**src/rtl/eq_fir_pkg.sv**
```systemverilog
// eq_fir_pkg: shared constants and types for the equalizer FIR datapath.
// Provides sample/accumulator types, FSM states and the default coefficient image.
package eq_fir_pkg;

    localparam int SAMPLE_W = 16;
    localparam int FRAC_W   = 15;
    localparam int NUM_TAPS = 64;
    localparam int CNT_W    = $clog2(NUM_TAPS);
    localparam int PROD_W   = 2 * SAMPLE_W;
    localparam int ACC_W    = PROD_W + CNT_W;

    typedef logic signed [SAMPLE_W-1:0] sample_t;
    typedef logic signed [PROD_W-1:0]   prod_t;
    typedef logic signed [ACC_W-1:0]    acc_t;

    typedef enum logic {
        ST_IDLE,
        ST_RUN
    } state_t;

    typedef struct packed {
        logic  vld;
        logic  first;
        logic  last;
        prod_t prod;
    } s1_t;

    // Unity-ish default: every tap weighted by 2^-7.
    localparam logic [NUM_TAPS*SAMPLE_W-1:0] DEF_COEF =
        {NUM_TAPS{16'h0100}};

endpackage

```
**src/rtl/fir_coeff_rom.sv**
```systemverilog
// fir_coeff_rom: NUM_TAPS x DATA_W signed coefficient ROM, asynchronous read.
// Ports: addr (tap index) -> coef (coefficient word). Word k sits at COEF_INIT[k*DATA_W +: DATA_W].
module fir_coeff_rom
    import eq_fir_pkg::*;
#(
    parameter int NUM_TAPS = eq_fir_pkg::NUM_TAPS,
    parameter int DATA_W   = eq_fir_pkg::SAMPLE_W,
    parameter logic [NUM_TAPS*DATA_W-1:0] COEF_INIT = eq_fir_pkg::DEF_COEF,
    localparam int AW = $clog2(NUM_TAPS)
) (
    input  logic [AW-1:0]     addr,
    output logic [DATA_W-1:0] coef
);

    logic [DATA_W-1:0] mem [NUM_TAPS];

    always_comb begin
        for (int k = 0; k < NUM_TAPS; k++) begin
            mem[k] = COEF_INIT[k*DATA_W +: DATA_W];
        end
    end

    assign coef = mem[addr];

endmodule

```
**src/rtl/fir_tap_accumulator.sv**
```systemverilog
// fir_tap_accumulator: sweeps NUM_TAPS taps through a 2-stage MAC and emits one rounded
// Q1.15 sample per sweep. Ports: clk, rst (async, high), i_en, i_count, i_tap_sample ->
// o_sample, o_valid (1-clk pulse), o_busy (FSM in RUN). Coefficients come from COEF_INIT.
// Macro FIR_ACC_SATURATE_EN: clamp the rounded result instead of wrapping it.
module fir_tap_accumulator
    import eq_fir_pkg::*;
#(
    parameter int NUM_TAPS = eq_fir_pkg::NUM_TAPS,
    parameter int DATA_W   = eq_fir_pkg::SAMPLE_W,
    parameter int ACC_W    = eq_fir_pkg::ACC_W,
    parameter logic [NUM_TAPS*DATA_W-1:0] COEF_INIT = eq_fir_pkg::DEF_COEF,
    localparam int CNT_BITS = $clog2(NUM_TAPS)
) (
    input  logic                clk,
    input  logic                rst,
    input  logic                i_en,
    input  logic [CNT_BITS-1:0] i_count,
    input  logic [DATA_W-1:0]   i_tap_sample,
    output logic [DATA_W-1:0]   o_sample,
    output logic                o_valid,
    output logic                o_busy
);

    localparam int PW = 2 * DATA_W;
    localparam logic signed [ACC_W-1:0] HALF = ACC_W'(1) << (FRAC_W - 1);

    state_t state;
    state_t state_nx;

    logic is_first;
    logic is_last;
    logic tap_vld;

    logic [DATA_W-1:0]       coef;
    logic signed [PW-1:0]    prod_d;
    logic signed [PW-1:0]    prod_r;
    logic                    vld1;
    logic                    first1;
    logic                    last1;
    logic signed [ACC_W-1:0] acc_r;
    logic signed [ACC_W-1:0] prod_x;
    logic signed [ACC_W-1:0] sum;
    logic signed [ACC_W-1:0] rnd;
    logic [DATA_W-1:0]       fmt;

    assign is_first = (i_count == '0);
    assign is_last  = (i_count == CNT_BITS'(NUM_TAPS - 1));

    fir_coeff_rom #(
        .NUM_TAPS  (NUM_TAPS),
        .DATA_W    (DATA_W),
        .COEF_INIT (COEF_INIT)
    ) u_rom (
        .addr (i_count),
        .coef (coef)
    );

    always_ff @(posedge clk or posedge rst) begin
        if (rst) begin
            state <= ST_IDLE;
        end else begin
            state <= state_nx;
        end
    end

    always_comb begin
        state_nx = state;
        unique case (state)
            ST_IDLE: if (i_en && is_first) state_nx = ST_RUN;
            ST_RUN:  if (is_last && !i_en) state_nx = ST_IDLE;
        endcase
    end

    // The start tap is taken in the IDLE cycle that sees count 0.
    always_comb begin
        o_busy  = (state == ST_RUN);
        tap_vld = o_busy || (i_en && is_first);
    end

    assign prod_d = PW'($signed(i_tap_sample)) * PW'($signed(coef));

    always_ff @(posedge clk or posedge rst) begin
        if (rst) begin
            prod_r <= '0;
            vld1   <= 1'b0;
            first1 <= 1'b0;
            last1  <= 1'b0;
        end else begin
            prod_r <= prod_d;
            vld1   <= tap_vld;
            first1 <= is_first;
            last1  <= is_last;
        end
    end

    assign prod_x = ACC_W'(prod_r);
    assign sum    = acc_r + prod_x;
    assign rnd    = sum + HALF;

`ifdef FIR_ACC_SATURATE_EN
    localparam logic signed [ACC_W-1:0] SAT_HI =
        (ACC_W'(1) << (DATA_W - 1)) - 1;
    localparam logic signed [ACC_W-1:0] SAT_LO = -SAT_HI - 1;

    logic signed [ACC_W-1:0] r;

    always_comb begin
        r = rnd >>> FRAC_W;
        if (r > SAT_HI) begin
            fmt = DATA_W'(SAT_HI);
        end else if (r < SAT_LO) begin
            fmt = DATA_W'(SAT_LO);
        end else begin
            fmt = DATA_W'(r);
        end
    end
`else
    always_comb begin
        fmt = DATA_W'(rnd >>> FRAC_W);
    end
`endif

    // first1 reloads the accumulator so back-to-back sweeps need no clear cycle.
    always_ff @(posedge clk or posedge rst) begin
        if (rst) begin
            acc_r    <= '0;
            o_sample <= '0;
            o_valid  <= 1'b0;
        end else begin
            o_valid <= vld1 && last1;
            if (vld1) begin
                acc_r <= first1 ? prod_x : sum;
            end
            if (vld1 && last1) begin
                o_sample <= fmt;
            end
        end
    end

endmodule

```
**config.mk**
```make
export PLATFORM = sky130hd
export DESIGN_NAME = fir_tap_accumulator
export DESIGN_NICKNAME = d
export VERILOG_FILES = /design/src/rtl/eq_fir_pkg.sv /design/src/rtl/fir_coeff_rom.sv /design/src/rtl/fir_tap_accumulator.sv
export SDC_FILE = /design/constraint.sdc
export NUM_CORES = 1
export LEC_CHECK = 0
export BUFFER_PORTS_ARGS = -buffer_cell sky130_fd_sc_hd__buf_4
export CAP_MARGIN = 5
export CORE_MARGIN = 1.5
export CORE_UTILIZATION = 55
export CTS_BUF_LIST = sky130_fd_sc_hd__clkbuf_8
export CTS_CLUSTER_SIZE = 12
export DETAILED_ROUTE_END_ITERATION = 8
export PLACE_DENSITY = 0.79
export SLEW_MARGIN = 40
export SYNTH_ARGS = -nofsm -noshare
export SYNTH_HDL_FRONTEND = slang
export SYNTH_SLANG_ARGS = --single-unit
```
**constraint.sdc**
```tcl
create_clock -name clk -period 3.3 [get_ports clk]
set_input_delay 0.66 -clock clk [delete_from_list [all_inputs] [get_ports clk]]
set_output_delay 0.66 -clock clk [all_outputs]
set_load 0.05 [all_outputs]
```
======== Word level (Yosys, flattened, before mapping) ========
Memory sizes are Yosys's and may differ from the RTL's.
Cells that the tools add are included.
operators by class
  mux-type cells .......................... 6
  $add $sub $neg .......................... 2
  bitwise gates (word level) .............. 2
  order comparisons ....................... 1
  reduce and logical (&&, ||, !) cells .... 6
  multipliers ............................. 1
  equality and inequality tests ........... 1
operator list
  kind                    count
  $add 38x32->38          1
  $mux 38                 1
  $mul 16x16->32          1
  $mux 16                 2
  $add 31x16->31 const B  1
  $ge 7x7->1 const B      1
  $not 6->7               1
  $eq 6x6->1 const B      1
  $logic_not 6->1         1
  $logic_and 1x1->1       3
  $mux 1                  2
  $pmux 1 s2              1
  $logic_not 1->1         1
  $logic_or 1x1->1        1
  $not 1->1               1
word-level totals
  output and inout bits ................... 18
  register bits ........................... 91
  memories ................................ 1
  memory bits (read-only) ................. 1024
memory list
  name              depth  bits a word  rd ports  clocked after memory_dff  wr ports  RTL line             RTL
  (name not given)  64     16           1         0                         0         fir_coeff_rom.sv:23  assign coef = mem[addr];

======== Longest topological paths before layout ========
  word-level depth ........................ 5
  mapped depth ............................ 14
  depth with buffers taken out ............ 14

======== Modules after synthesis ========
A second synthesis with hierarchy kept.
unflattened totals
  cells, all modules ...................... 1612
  area, all modules ....................... 14825.5 um^2
modules (own cells, without submodules)
  module               area each (um^2)  times used  seq. area each (um^2)  cells an instance
  fir_tap_accumulator  14697.8           1           2077.0                 1594
  fir_coeff_rom        127.6             1           0.0                    18

======== Worst setup path after synthesis ========
OpenSTA, ideal clock, no wires.
  path type ............................... flip-flop to flip-flop
  start ................................... reg prod_r[8]
  end ..................................... reg o_sample[15]
  setup time .............................. 92 ps
  data arrival time ....................... 3192 ps
  stages on the path, launching flop included .. 15
  setup slack ............................. 16 ps
  data required time ...................... 3208 ps
  buffers on the path ..................... 0
  cells stage by stage .................... dfrtp_1 ha_1 inv_1 fa_1 nand2b_1 a21o_1 a211oi_2 ha_1 nand2_1 mux2i_1 nand4_1 or3b_4 nor4_4 a21oi_1 o31ai_2
on the way
  cells in the longest elaborated chain, start to end .. 2
RTL lines
  item                    RTL line                    RTL
  start, declared         fir_tap_accumulator.sv:36   logic signed [PW-1:0] prod_r;
  start signal, assigned  fir_tap_accumulator.sv:89   prod_r <= prod_d;
  $add 38x32->38          fir_tap_accumulator.sv:97   assign sum = acc_r + prod_x;
  $add 31x16->31          fir_tap_accumulator.sv:98   assign rnd = sum + HALF;
  end signal, assigned    fir_tap_accumulator.sv:135  o_sample <= fmt;
  end, declared           fir_tap_accumulator.sv:19   output logic [DATA_W-1:0] o_sample,
No other way between the ends.
A chain may end at the register's enable or synchronous reset.

======== Worst setup path in the final report ========
  start ................................... reg acc_r[8]
  end ..................................... reg o_sample[15]
on the way
  cells in the longest elaborated chain, start to end .. 2
RTL lines
  item                    RTL line                    RTL
  start, declared         fir_tap_accumulator.sv:40   logic signed [ACC_W-1:0] acc_r;
  start signal, assigned  fir_tap_accumulator.sv:132  acc_r <= first1 ? prod_x : sum;
  $add 38x32->38          fir_tap_accumulator.sv:97
  $add 31x16->31          fir_tap_accumulator.sv:98
No other way between the ends.

==> flow_summary.json <==
{
  "status": "finished with violations",
  "dieArea_um2": 7470,
  "holdWs_ns": 0.353,
  "synth_edf_count": 0,
  "ys_seq_area_share_pct": 39.2,
  "finClkSkew_ns": 0.0105,
  "syn_inst": 419,
  "synth.distinct_cells": 63,
  "grt_pass1_wl_um": 14500,
  "floorplan.core_area_um2": 6760,
  "crit_buf_inv": 1,
  "dp_cells": 541,
  "final_antenna_net_count": 0,
  "grt_start_max_net_pins": 45,
  "cap_violations": 0,
  "area_growth_pct": 21.4,
  "drt_iter0_markers": 171,
  "tightestPinTransition_ns": 0.627,
  "hold_viol": 0,
  "rsz0062_at_grt": "true",
  "fin_cells": 566,
  "cp_data_required_time_ns": 3.52,
  "synth_top_family_by_area": "compound AO/OA/AOI/OAI gates",
  "start_util_pct": 56.6,
  "synthXorXnorAreaFrac_pct": 7.06,
  "synth_top_area_cell": "dfrtp_1",
  "synth.top_cell.area_share_pct": 39.2,
  "numPortBuffers": 42,
  "yosys_warnings": 0,
  "period_minus_slack_ns": 3.37,
  "ir_drop_mv": 0.442,
  "antenna_found_initial": 0,
  "cts.sinks": 60,
  "ys_top_cells_by_count": "dfrtp_1, nand2_1, a21oi_1",
  "worstSetupPathType": "register to register",
  "drt_wl_total_um": 8460,
  "fillCellCount": 525,
  "diodes": 0,
  "synth_flop_cell": "dfrtp_1",
  "synthMuxAreaShare_pct": 3.30,
  "syn_area_um2": 3830,
  "nNetsFinal": 530,
  "multi_input_area_um2": 2270,
  "place.gp.congestion": 0.970,
  "grt_pass1_vias": 3184,
  "drtPass1Iterations": 4,
  "fin_crit_sh_pct": 102,
  "synth_simple_gate_area_share_pct": 18.6,
  "setup_viol": 2,
  "relSlewSlack_pct": 58.1,
  "timing.fmax_mhz": 297,
  "regArea_um2": 1500,
  "setup_ws_ns": -0.0670,
  "hold_path_class": "input port to async pin",
  "critPathSlowestCell": "or3b_4",
  "grt.total_usage_pct": 24.8,
  "vias": 3294,
  "drive_gt1_share_pct": 25.9,
  "clockBufferDepth": 2,
  "synth-adder-area-share_pct": 8.04,
  "syn_area_per_cell_um2": 9.13,
  "final_max_slew_viol_count": 0,
  "die_h_um": 86.4,
  "path_delay_family": "simple AND/OR/NAND/NOR gates",
  "worst_setup_path_end_kind": "register",
  "p_leak_nw": 2.11,
  "failed_checks": "setup timing",
  "overflow": 0,
  "power_density_nw_per_um2": 1100,
  "cp_max_fo": 3,
  "ys_ff_latch": 60,
  "drc": 0,
  "critPathMaxStageDelay_ns": 0.42,
  "die_w_um": 86.4,
  "critPathLaunchType": "register",
  "crit_top_cell": "ha_2",
  "synth_compound_area_share_pct": 20.8,
  "async_flop_share_pct": 100,
  "cts_buffers": 9,
  "yosys-top-cells-area": "dfrtp_1, ha_1, a21oi_1",
  "cts-htree-levels": 3,
  "crit_chain": "ha_2 -> inv_2 -> fa_2 -> nand2b_4 -> a21o_1 -> a211oi_2 -> ha_2 -> nand2_1 -> mux2i_1 -> nand4_1 -> or3b_4 -> nor4_4 -> and3_1 -> o31ai_2",
  "cts_tree": "built",
  "worstSkewPairLatency_ns": 0.35,
  "clk_pin_slew_ns": 0.07,
  "io_pins": 43,
  "cts_root_buf": "clkbuf_8",
  "yosys.cell_count.top_type": "dfrtp_1",
  "critPathArrivalTime_ns": 3.58,
  "viasPerCell": 5.82,
  "synth_nets": 468,
  "rows": 30,
  "avgRoutedWirePerCell_um": 14.9,
  "dpl.hpwl_um": 6170
}
-- metrics by stage --
stage | util, % | setup TNS, ns | setup WS, ns | instance area, um^2 | total power (W)
CTS | 67.5 | 0 | 0.0395 | 4560 | 0.00498
floorplan | - | 0 | 0.0158 | 3830 | 0.00338
finish | 68.7 | -0.119 | -0.0670 | 4640 | 0.00512
global placement | 63.6 | 0 | 0.0598 | 4300 | 0.00406
detailed placement | 63.6 | -0.107 | -0.0765 | 4300 | 0.00414
global route | 68.7 | -0.632 | -0.207 | 4640 | 0.00553
-- worst reg2reg max path, stage by stage, from the launching register on --
cell	delay [ns]
dfrtp_1	0.36
ha_2	0.19
inv_2	0.04
fa_2	0.36
nand2b_4	0.16
a21o_1	0.18
a211oi_2	0.26
ha_2	0.25
nand2_1	0.05
mux2i_1	0.18
nand4_1	0.15
or3b_4	0.42
nor4_4	0.33
and3_1	0.22
o31ai_2	0.07
-- cell families (layout without fill, tap and decap cells) --
kind of cell	after synthesis	in the layout
AND/OR/NAND/NOR	146	146
AO/OA/AOI/OAI	122	122
flip-flops	60	60
buffers and inverters	28	95
XOR/XNOR	27	27
adder cells (fa/ha/maj)	24	24
multiplexers	12	12
-- registers in the layout, summed over array words and instances (netlist names) --
name / cells
acc_r: 23
first1: 1
last1: 1
o_busy: 1
o_sample: 16
o_valid: 1
prod_r: 16
vld1: 1
-- placed cells by master (no fill, tap or decap), drive strengths merged, types with 3 or more instances in the layout --
| cell | count |
|---|---|
| dfrtp | 60 |
| and2 | 3 |
| buf | 68 |
| nand2b | 4 |
| nand3 | 16 |
| xnor2 | 13 |
| and3 | 3 |
| o31ai | 5 |
| nor3 | 11 |
| a31oi | 6 |
| xor2 | 14 |
| clkbuf | 10 |
| ha | 23 |
| o211ai | 5 |
| nor2 | 41 |
| mux2 | 5 |
| inv | 11 |
| mux2i | 7 |
| o21ai | 32 |
| nand4 | 6 |
| nand2 | 48 |
| o21a | 5 |
| a21o | 6 |
| nor4 | 3 |
| clkinvlp | 3 |
| a21oi | 44 |
| a211oi | 5 |
-- final timing paths --
kind	from	endpoint	slack [ns]	cells past startpoint
min in group clk	i_tap_sample[15]	prod_r[30]$_DFF_PP0_	0.41	1
max	acc_r[8]$_DFFE_PP0P_	o_sample[15]$_DFFE_PP0P_	-0.07	14
max reg2reg	acc_r[8]$_DFFE_PP0P_	o_sample[15]$_DFFE_PP0P_	-0.07	14
min	rst	acc_r[16]$_DFFE_PP0P_	0.35	2
max in group asynchronous	rst	acc_r[22]$_DFFE_PP0P_	2.12	3
min reg2reg	o_sample[7]$_DFFE_PP0P_	o_sample[7]$_DFFE_PP0P_	0.48	2
-- timing repair --
action	in CTS	in global routing
setup endpoints to repair	2	6
hold buffers	0	0
hold endpoints to repair	0	0
pin swaps	6	12
gates resized for setup	4	11
setup buffers	3	6
-- layer usage --
layer	vias to the layer above	wire length [um]	share of wire, %	GRT usage, %
met5	-	0	0	0
met4	0	84	0.99	7.77
met3	9	530	6.3	6.67
met2	88	3940	47	39.5
met1	1570	3900	46	33.1
li1	1627	-	-	-
-- area by class of cell --
type / instances / share of cell area, %
multi-input cells: 331 / 48.8
clock inverters: 6 / 1.89
inverters: 11 / 0.889
repair buffers: 68 / 11.0
well taps: 80 / 2.16
clock buffers: 10 / 2.96
flip-flops and latches: 60 / 32.3
-- power by group --
group / leakage (nW) / internal [W] / switching (W) / total, W
clock network: 0.105 / 0.000444 / 0.000303 / 0.000747
logic: 1.28 / 0.00142 / 0.00191 / 0.00333
registers: 0.729 / 0.000932 / 0.000112 / 0.00104
total: 2.11 / 0.00279 / 0.00233 / 0.00512
Power figures use the tool's default switching activity.
